===== config.mk =====
export PLATFORM = sky130hd
export DESIGN_NAME = serial_write_buffer_flat
export DESIGN_NICKNAME = d
export VERILOG_FILES = /design/src/rtl/serial_write_buffer_if.sv /design/src/rtl/serial_write_buffer.sv /design/src/flat_wrapper.sv
export SDC_FILE = /design/constraint.sdc
export NUM_CORES = 1
export LEC_CHECK = 0
export ABC_AREA = 1
export CAP_MARGIN = 15
export CORE_MARGIN = 2
export CORE_UTILIZATION = 61
export DETAILED_ROUTE_END_ITERATION = 8
export DONT_BUFFER_PORTS = 1
export HOLD_SLACK_MARGIN = 0.06
export PLACE_DENSITY = 0.77
export SLEW_MARGIN = 20
export SYNTH_ARGS = -nofsm -noshare
export SYNTH_HDL_FRONTEND = slang
export SYNTH_SLANG_ARGS = --single-unit

===== constraint.sdc =====
create_clock -name sys_clk -period 2.03 [get_ports sys_clk]
set_input_delay 0.1015 -clock sys_clk [delete_from_list [all_inputs] [get_ports sys_clk]]
set_output_delay 0.1015 -clock sys_clk [all_outputs]
set_load 0.05 [all_outputs]

===== src/rtl/serial_write_buffer_if.sv =====
// Handshake bundle between a serial write buffer and the logic that feeds it.
// The master supplies the word and the advance strobe; the slave drives the line.
interface serial_write_buffer_if #(
    parameter int BUF_SIZE = 8
);
    localparam int COUNT_WIDTH = $clog2(BUF_SIZE + 1);

    logic                   start;
    logic                   write_sig;
    logic [BUF_SIZE-1:0]    data_in;
    logic [COUNT_WIDTH-1:0] write_count;
    logic                   out_line;
    logic                   done_sig;

    modport master (
        output start, write_sig, data_in, write_count,
        input  out_line, done_sig
    );

    modport slave (
        input  start, write_sig, data_in, write_count,
        output out_line, done_sig
    );
endinterface


===== src/rtl/serial_write_buffer.sv =====
// Parallel-to-serial write buffer: latches a word and presents it one bit at a
// time on out_line, advancing on each write_sig strobe until n bits have gone.
module serial_write_buffer #(
    parameter int BUF_SIZE  = 8,
    parameter int LSB_FIRST = 0
) (
    input  logic                  sys_clk,
    input  logic                  rst,
    serial_write_buffer_if.slave  bus
);
    localparam int COUNT_WIDTH = $clog2(BUF_SIZE + 1);
    localparam logic [COUNT_WIDTH-1:0] MAX_COUNT = COUNT_WIDTH'(BUF_SIZE);

    typedef enum logic {IDLE, SHIFT} state_t;

    state_t                 state;
    logic [BUF_SIZE-1:0]    shift_reg;
    logic [COUNT_WIDTH-1:0] bit_count;
    logic [COUNT_WIDTH-1:0] bit_total;
    logic                   out_bit;
    logic                   done_bit;

    logic [COUNT_WIDTH-1:0] clamped_count;
    logic [BUF_SIZE-1:0]    loaded_word;
    logic [BUF_SIZE-1:0]    advanced_word;
    logic [COUNT_WIDTH-1:0] next_count;

    // The bit on the line is always the head of the shift register, so for
    // MSB-first the word is pre-aligned so its top used bit sits at the MSB.
    function automatic logic head_bit(input logic [BUF_SIZE-1:0] word);
        if (LSB_FIRST != 0) begin
            return word[0];
        end
        return word[BUF_SIZE-1];
    endfunction

    always_comb begin
        clamped_count = (bus.write_count > MAX_COUNT) ? MAX_COUNT : bus.write_count;
        loaded_word   = bus.data_in;
        advanced_word = shift_reg << 1;
        if (LSB_FIRST == 0) begin
            loaded_word = bus.data_in << (MAX_COUNT - clamped_count);
        end else begin
            advanced_word = shift_reg >> 1;
        end
        next_count = bit_count + 1'b1;
    end

    always_ff @(posedge sys_clk or posedge rst) begin
        if (rst) begin
            state     <= IDLE;
            shift_reg <= '0;
            bit_count <= '0;
            bit_total <= '0;
            out_bit   <= 1'b0;
            done_bit  <= 1'b1;
        end else begin
            case (state)
                IDLE: begin
                    if (bus.start) begin
                        shift_reg <= loaded_word;
                        bit_total <= clamped_count;
                        bit_count <= '0;
                        if (clamped_count != '0) begin
                            state    <= SHIFT;
                            out_bit  <= head_bit(loaded_word);
                            done_bit <= 1'b0;
                        end
                    end
                end
                SHIFT: begin
                    if (bus.write_sig) begin
                        bit_count <= next_count;
                        shift_reg <= advanced_word;
                        if (next_count == bit_total) begin
                            state    <= IDLE;
                            out_bit  <= 1'b0;
                            done_bit <= 1'b1;
                        end else begin
                            out_bit  <= head_bit(advanced_word);
                        end
                    end
                end
                default: begin
                    state    <= IDLE;
                    out_bit  <= 1'b0;
                    done_bit <= 1'b1;
                end
            endcase
        end
    end

    assign bus.out_line = out_bit;
    assign bus.done_sig = done_bit;
endmodule


===== src/flat_wrapper.sv =====
// flat-port wrapper written by rule: the top's interface ports become plain ports
module serial_write_buffer_flat 
#(
    parameter int BUF_SIZE  = 8,
    parameter int LSB_FIRST = 0
)
  (sys_clk, rst, bus_start, bus_write_sig, bus_data_in, bus_write_count, bus_out_line, bus_done_sig);
  serial_write_buffer_if #(.BUF_SIZE(BUF_SIZE)) bus_i ();
  input  logic sys_clk;
  input  logic rst;
  input wire logic [$bits(bus_i.start)-1:0] bus_start;
  input wire logic [$bits(bus_i.write_sig)-1:0] bus_write_sig;
  input wire logic [$bits(bus_i.data_in)-1:0] bus_data_in;
  input wire logic [$bits(bus_i.write_count)-1:0] bus_write_count;
  output wire logic [$bits(bus_i.out_line)-1:0] bus_out_line;
  output wire logic [$bits(bus_i.done_sig)-1:0] bus_done_sig;
  assign bus_i.start = bus_start;
  assign bus_i.write_sig = bus_write_sig;
  assign bus_i.data_in = bus_data_in;
  assign bus_i.write_count = bus_write_count;
  assign bus_out_line = bus_i.out_line;
  assign bus_done_sig = bus_i.done_sig;
  serial_write_buffer #(.BUF_SIZE(BUF_SIZE), .LSB_FIRST(LSB_FIRST)) u_core (.sys_clk(sys_clk), .rst(rst), .bus(bus_i));
endmodule

# ---- Word-level counts from Yosys, hierarchy flattened
# Index checks and enable logic that the tools add are counted.
dict set report totals {
  regBits 18
  output_inout_bits 2
  elab_cells 43
}
dict set report classes {
  add_sub_neg 2
  n_lt_le_gt_ge 1
  eq_ne 5
  shifts 1
  n_mux 22
  bitwise 1
  n_reduce_logical 5
}
# operator count
set ops {}
lappend ops {{2-to-1 mux 7 bit} 2}
lappend ops {{case mux 7 bit (2 select lines)} 1}
lappend ops {{2-to-1 mux 1 bit} 12}
lappend ops {{2-to-1 mux 4 bit} 3}
lappend ops {{case mux 4 bit (2 select lines)} 1}
lappend ops {{left shift 8 x 4 -> 8 bit} 1}
lappend ops {{inequality test 2 bit, second input constant} 3}
lappend ops {{case mux 1 bit (2 select lines)} 3}
lappend ops {{adder 4 x 1 -> 4 bit, second input constant} 1}
lappend ops {{== test 4 bit} 1}
lappend ops {{greater-than comparator 4 bit, second input constant} 1}
lappend ops {{AND reduction 2 bit} 2}
lappend ops {{AND reduction 4 bit} 1}
lappend ops {{nonzero test 4 bit} 1}
lappend ops {{subtractor 4 bit, first input constant} 1}
lappend ops {{AND reduction 3 bit} 1}
lappend ops {{inequality test 2 x 1 -> 1 bit, second input constant} 1}
lappend ops {{NOT 1 bit} 1}

# ---- Depth between registers and ports, before layout
dict set report logic_depth {
  depth_word 7
  mapped_depth 11
  ltp_nobuf 11
}

# ---- Least setup slack after synthesis
# Ideal clock, no wire load.
dict set report synth_timing {
  path_type {input port to flip-flop}
  start {input port bus_write_count[3]}
  end {register u_core.out_bit, in the netlist u_core.bus.out_line}
  arrival_time_ns 1.352
  required_ns 1.912
  path_slack_ns 0.560
  stages 11
  path_buffers 1
  path_cell_list {inv_2 nand2_4 buf_6 ha_1 clkinv_1 nand3_1 nand3_2 nand3_1 nand2_1 nand2_1 nand2_1}
}
dict set report synth_between {
  elab_chain_len 7
  elab_cells_between_ends 10
  cone_classes {1 x add/sub; 1 x order compare; 1 x eq/ne; 1 x shift; 4 x mux; 2 x reduce/logical}
}
# item line
set synth_rtl {}
lappend synth_rtl {{start: declaration} flat_wrapper.sv:14} ;# input wire logic [$bits(bus_i.write_count)-1:0] bus_write_count;
lappend synth_rtl {{greater-than comparator 4 bit} serial_write_buffer.sv:38} ;# clamped_count = (bus.write_count > MAX_COUNT) ? MAX_COUNT : bus.write_count;
lappend synth_rtl {{2-to-1 mux 4 bit *} serial_write_buffer.sv:38}
lappend synth_rtl {{subtractor 4 bit} serial_write_buffer.sv:42} ;# loaded_word = bus.data_in << (MAX_COUNT - clamped_count);
lappend synth_rtl {{left shift 8 x 4 -> 8 bit} serial_write_buffer.sv:42}
lappend synth_rtl {{2-to-1 mux 1 bit} serial_write_buffer.sv:64} ;# if (clamped_count != '0) begin
lappend synth_rtl {{2-to-1 mux 1 bit} serial_write_buffer.sv:60} ;# if (bus.start) begin
lappend synth_rtl {{case mux 1 bit (2 select lines)} serial_write_buffer.sv:58} ;# case (state)
lappend synth_rtl {{end signal: assignment} serial_write_buffer.sv:66} ;# out_bit <= head_bit(loaded_word);
lappend synth_rtl {{end signal: assignment} serial_write_buffer.sv:80} ;# out_bit <= head_bit(advanced_word);
lappend synth_rtl {{end: declaration} serial_write_buffer.sv:20} ;# logic out_bit;
# Every way passes the cells marked *; elsewhere a longest branch is shown, timed or not. The select of a mux whose other input is x is not followed.
# A chain may end at the register's enable or synchronous reset.

# ---- Worst setup path after layout
# Same ends and word-level chain as after synthesis.

==> results.py <==
metrics = {
    "sta": {
        "maxSlewViolCount": 0,
        "hold_viol_final": 0,
        "whs_ps": 63.53,
        "tightest_slew_ps": 653.8,
        "tns_ps": 0,
        "clock-skew-final_ps": 10.82,
        "fmax_mhz": 539.6,
        "postLayoutSetupSlackWorst_ps": 176.7,
        "finalSetupViolCount": 0,
        "min_period_ps": 1853,
        "grt_setup_unrepaired": "false",
        "post-route-period-util_pct": 91.30,
        "slew_headroom_pct": 56.36,
    },
    "critical_path": {
        "start_kind": "primary input",
        "slowest_delay_ps": 560,
        "crit_chain": "dlygate4sd3_1 > inv_2 > nand2_4 > ha_2 > clkinvlp_4 > nand3_1 > nand3_2 > nand3_1 > nand2_1 > nand2_1 > nand2_1",
        "cp-end-kind": "register",
        "path_class": "in2reg",
        "cp.required_ps": 2220,
        "cp_max_fo": 18,
        "worstPathArrival_ps": 2040,
        "cp_common_cell": "nand2_1",
        "cpMaxStageDelayCell": "dlygate4sd3_1",
    },
    "layout": {
        "drive_gt1_share_pct": 9.357,
        "area_growth_pct": 7.773,
        "fin_util_pct": 72.00,
        "instances_no_fill": 196,
        "largest_reg_flops": 7,
        "n_antenna_cell": 0,
        "layout.nets": 190,
    },
    "yosys": {
        "syn_area_mm2": 0.001191,
        "syn_avg_cell_area_um2": 7.219,
        "synthSimpleGateAreaFrac_pct": 30.36,
        "synth_compound_area_share_pct": 14.71,
        "synth_nets": 183,
        "synth_cell_types": 28,
        "synth_cells": 165,
        "ys_seq_elements": 18,
        "synthXorXnorAreaFrac_pct": 3.046,
        "synth_mux_area_share_pct": 0,
        "synthAdderAreaFrac_pct": 2.101,
        "synth_top_family_by_area": "simple AND/OR/NAND/NOR gates",
        "yosys_warnings": 0,
        "seq_area_frac_synth_pct": 37.92,
    },
    "die": {
        "fp.dieH_um": 48.19,
        "std_cell_rows": 15,
        "core_mm2": 0.001783,
        "die_area_mm2": 0.002322,
        "io-pin-count": 18,
        "initial_core_util_pct": 66.81,
        "die_w_um": 48.19,
    },
    "detailed_routing": {
        "wire_per_inst_um": 12.25,
        "drcViolationCount": 0,
        "wirelength_mm": 2.401,
        "drt-vias-per-instance": 5.418,
        "first_iter_violations": 25,
        "num_vias": 1062,
        "ant_nets": 0,
        "first_pass_iters": 4,
    },
    "placement": {
        "place.gp.congestion": 0.8854,
        "port_buffers": 0,
        "place_inst": 187,
        "place_hpwl_mm": 1.817,
        "dp_slack_ps": 399.0,
    },
    "outcome": {
        "status": "completed",
    },
    "cts": {
        "clk_pin_slew_ps": 100,
        "clk_latency_ps": 300,
        "clk_path_buf_depth": 2,
        "numCtsBuffers": 3,
        "post_cts_buffers": 0,
        "root_buffer": "clkbuf_4",
        "h-tree-depth": 1,
        "cts_tree": "done",
        "cts_sinks": 18,
    },
    "grt": {
        "track_usage_pct": 25.27,
        "grt_max_degree": 19,
        "grt_antenna_before_repair": 0,
        "grt_pass1_vias": 932,
        "grt_pass1_wl_mm": 3.967,
        "gr-total-overflow": 0,
    },
    "flow_run": {
        "max-cap-violations": 0,
    },
    "pwr": {
        "p_per_area_mw_per_mm2": 1089,
        "p_leak_nw": 0.6495,
        "peakVddDrop_v": 0.0007913,
    },
    "hold_path": {
        "hp-class": "in2reg",
    },
}
-- worst max-delay path: cells and delay by family --
| family | cells | cell delay [ps] |
|---|---|---|
| adder cells (fa/ha/maj) | 1 | 440 |
| AND/OR/NAND/NOR | 7 | 600 |
| buffers and inverters | 3 | 880 |
-- metrics by stage --
| step | instance area [um^2] | total power, mW |
|---|---|---|
| floorplan | 1191 | 1.089 |
| global placement | 1201 | 1.177 |
| detailed placement | 1201 | 1.200 |
| CTS | 1277 | 1.391 |
| global route | 1284 | 1.533 |
| finish | 1284 | 1.398 |
-- kinds of logic after synthesis --
| logic type | after synthesis |
|---|---|
| AO/OA/AOI/OAI | 27 |
| XOR/XNOR | 2 |
| adder cells (fa/ha/maj) | 2 |
| buffers and inverters | 35 |
| flip-flops | 18 |
| AND/OR/NAND/NOR | 81 |
-- where the power goes --
part / switching, mW / internal, mW / leakage (nW) / total (mW)
clock: 0.109 / 0.0765 / 0.0150 / 0.185
combinational: 0.343 / 0.217 / 0.403 / 0.560
sequential: 0.159 / 0.494 / 0.231 / 0.653
-- area by class of cell --
| cell class | count | area (um^2) |
|---|---|---|
| clock buffers | 4 | 26.28 |
| fillers | 153 | 499.2 |
| inverters | 32 | 123.9 |
| multi-input cells | 112 | 600.6 |
| flip-flops and latches | 18 | 451.7 |
| well taps | 25 | 31.28 |
| repair buffers | 5 | 50.05 |
-- routing by layer --
layer  up-vias  track usage (%)  part of all wire (%)
met5         -                0                     0
met4         0            9.730                   1.4
met3         5            5.556                   5.5
met2        30            37.11                    42
met1       477            36.09                    51
li1        550                -                     -
-- worst paths after layout --
| kind | startpoint | to | slack [ps] | cells past startpoint |
|---|---|---|---|---|
| worst max-delay path | bus_write_count[3] | u_core.bus.out_line$_DFFE_PP0P_ | 180 | 11 |
| worst min-delay path | bus_write_count[1] | u_core.bit_total[1]$_DFFE_PP0P_ | 60 | 4 |
| worst max register to register | u_core.state$_DFF_PP0_ | u_core.bus.out_line$_DFFE_PP0P_ | 430 | 6 |
| worst min register to register | u_core.shift_reg[0]$_DFFE_PP0P_ | u_core.shift_reg[1]$_DFFE_PP0P_ | 500 | 2 |
| max in group asynchronous | rst | u_core.shift_reg[5]$_DFFE_PP0P_ | 1280 | 2 |
| min in group asynchronous | rst | u_core.bit_count[2]$_DFFE_PP0P_ | 330 | 2 |
-- cell usage in the layout, fill, tap and decap left out --
cell type / netlist / final
ha_2: 0 / 1
inv_1: 28 / 28
dfstp_2: 1 / 1
dfrtp_1: 17 / 17
a21oi_1: 3 / 3
o211ai_2: 1 / 1
nand2_4: 1 / 1
nand4_1: 4 / 4
o221ai_2: 1 / 1
o21ai_0: 9 / 9
nand3_1: 20 / 20
clkinvlp_4: 0 / 1
clkbuf_1: 0 / 1
inv_2: 3 / 3
nor2_1: 6 / 6
a31oi_1: 1 / 1
o21ai_1: 4 / 4
xnor2_1: 1 / 1
nand3b_1: 1 / 1
nand3_2: 1 / 1
xor2_4: 1 / 1
ha_1: 2 / 1
o221ai_1: 2 / 2
o22ai_1: 1 / 1
dlygate4sd3_1: 0 / 5
clkbuf_4: 0 / 3
o211ai_1: 5 / 5
nand2_1: 46 / 46
nand2_2: 1 / 1
nor2_2: 1 / 1
-- synth_stat cells --
cell type / number / share of area [%]
a21oi_1: 3 / 1.3
a31oi_1: 1 / 0.53
buf_2: 2 / 0.84
buf_6: 1 / 0.95
clkinv_1: 1 / 0.31
dfrtp_1: 17 / 36
dfstp_2: 1 / 2.2
ha_1: 2 / 2.1
inv_1: 28 / 8.8
inv_2: 3 / 0.95
nand2_1: 46 / 14
nand2_2: 1 / 0.53
nand2_4: 1 / 0.95
nand3_1: 20 / 8.4
nand3_2: 1 / 0.84
nand3b_1: 1 / 0.63
nand4_1: 4 / 2.1
nor2_1: 6 / 1.9
nor2_2: 1 / 0.53
o211ai_1: 5 / 3.2
o211ai_2: 1 / 1.1
o21ai_0: 9 / 3.8
o21ai_1: 4 / 1.7
o221ai_1: 2 / 1.5
o221ai_2: 1 / 1.3
o22ai_1: 1 / 0.53
xnor2_1: 1 / 0.74
xor2_4: 1 / 2.3
-- what timing repair did --
| action | 4_1_cts | 5_1_grt |
|---|---|---|
| endpoints found under the hold margin | 22 | 0 |
| hold buffers | 5 | 0 |
| gates resized for setup | 0 | 2 |
| endpoints found under the setup margin | 0 | 3 |
No activity file was read; power rests on OpenSTA's default activity.
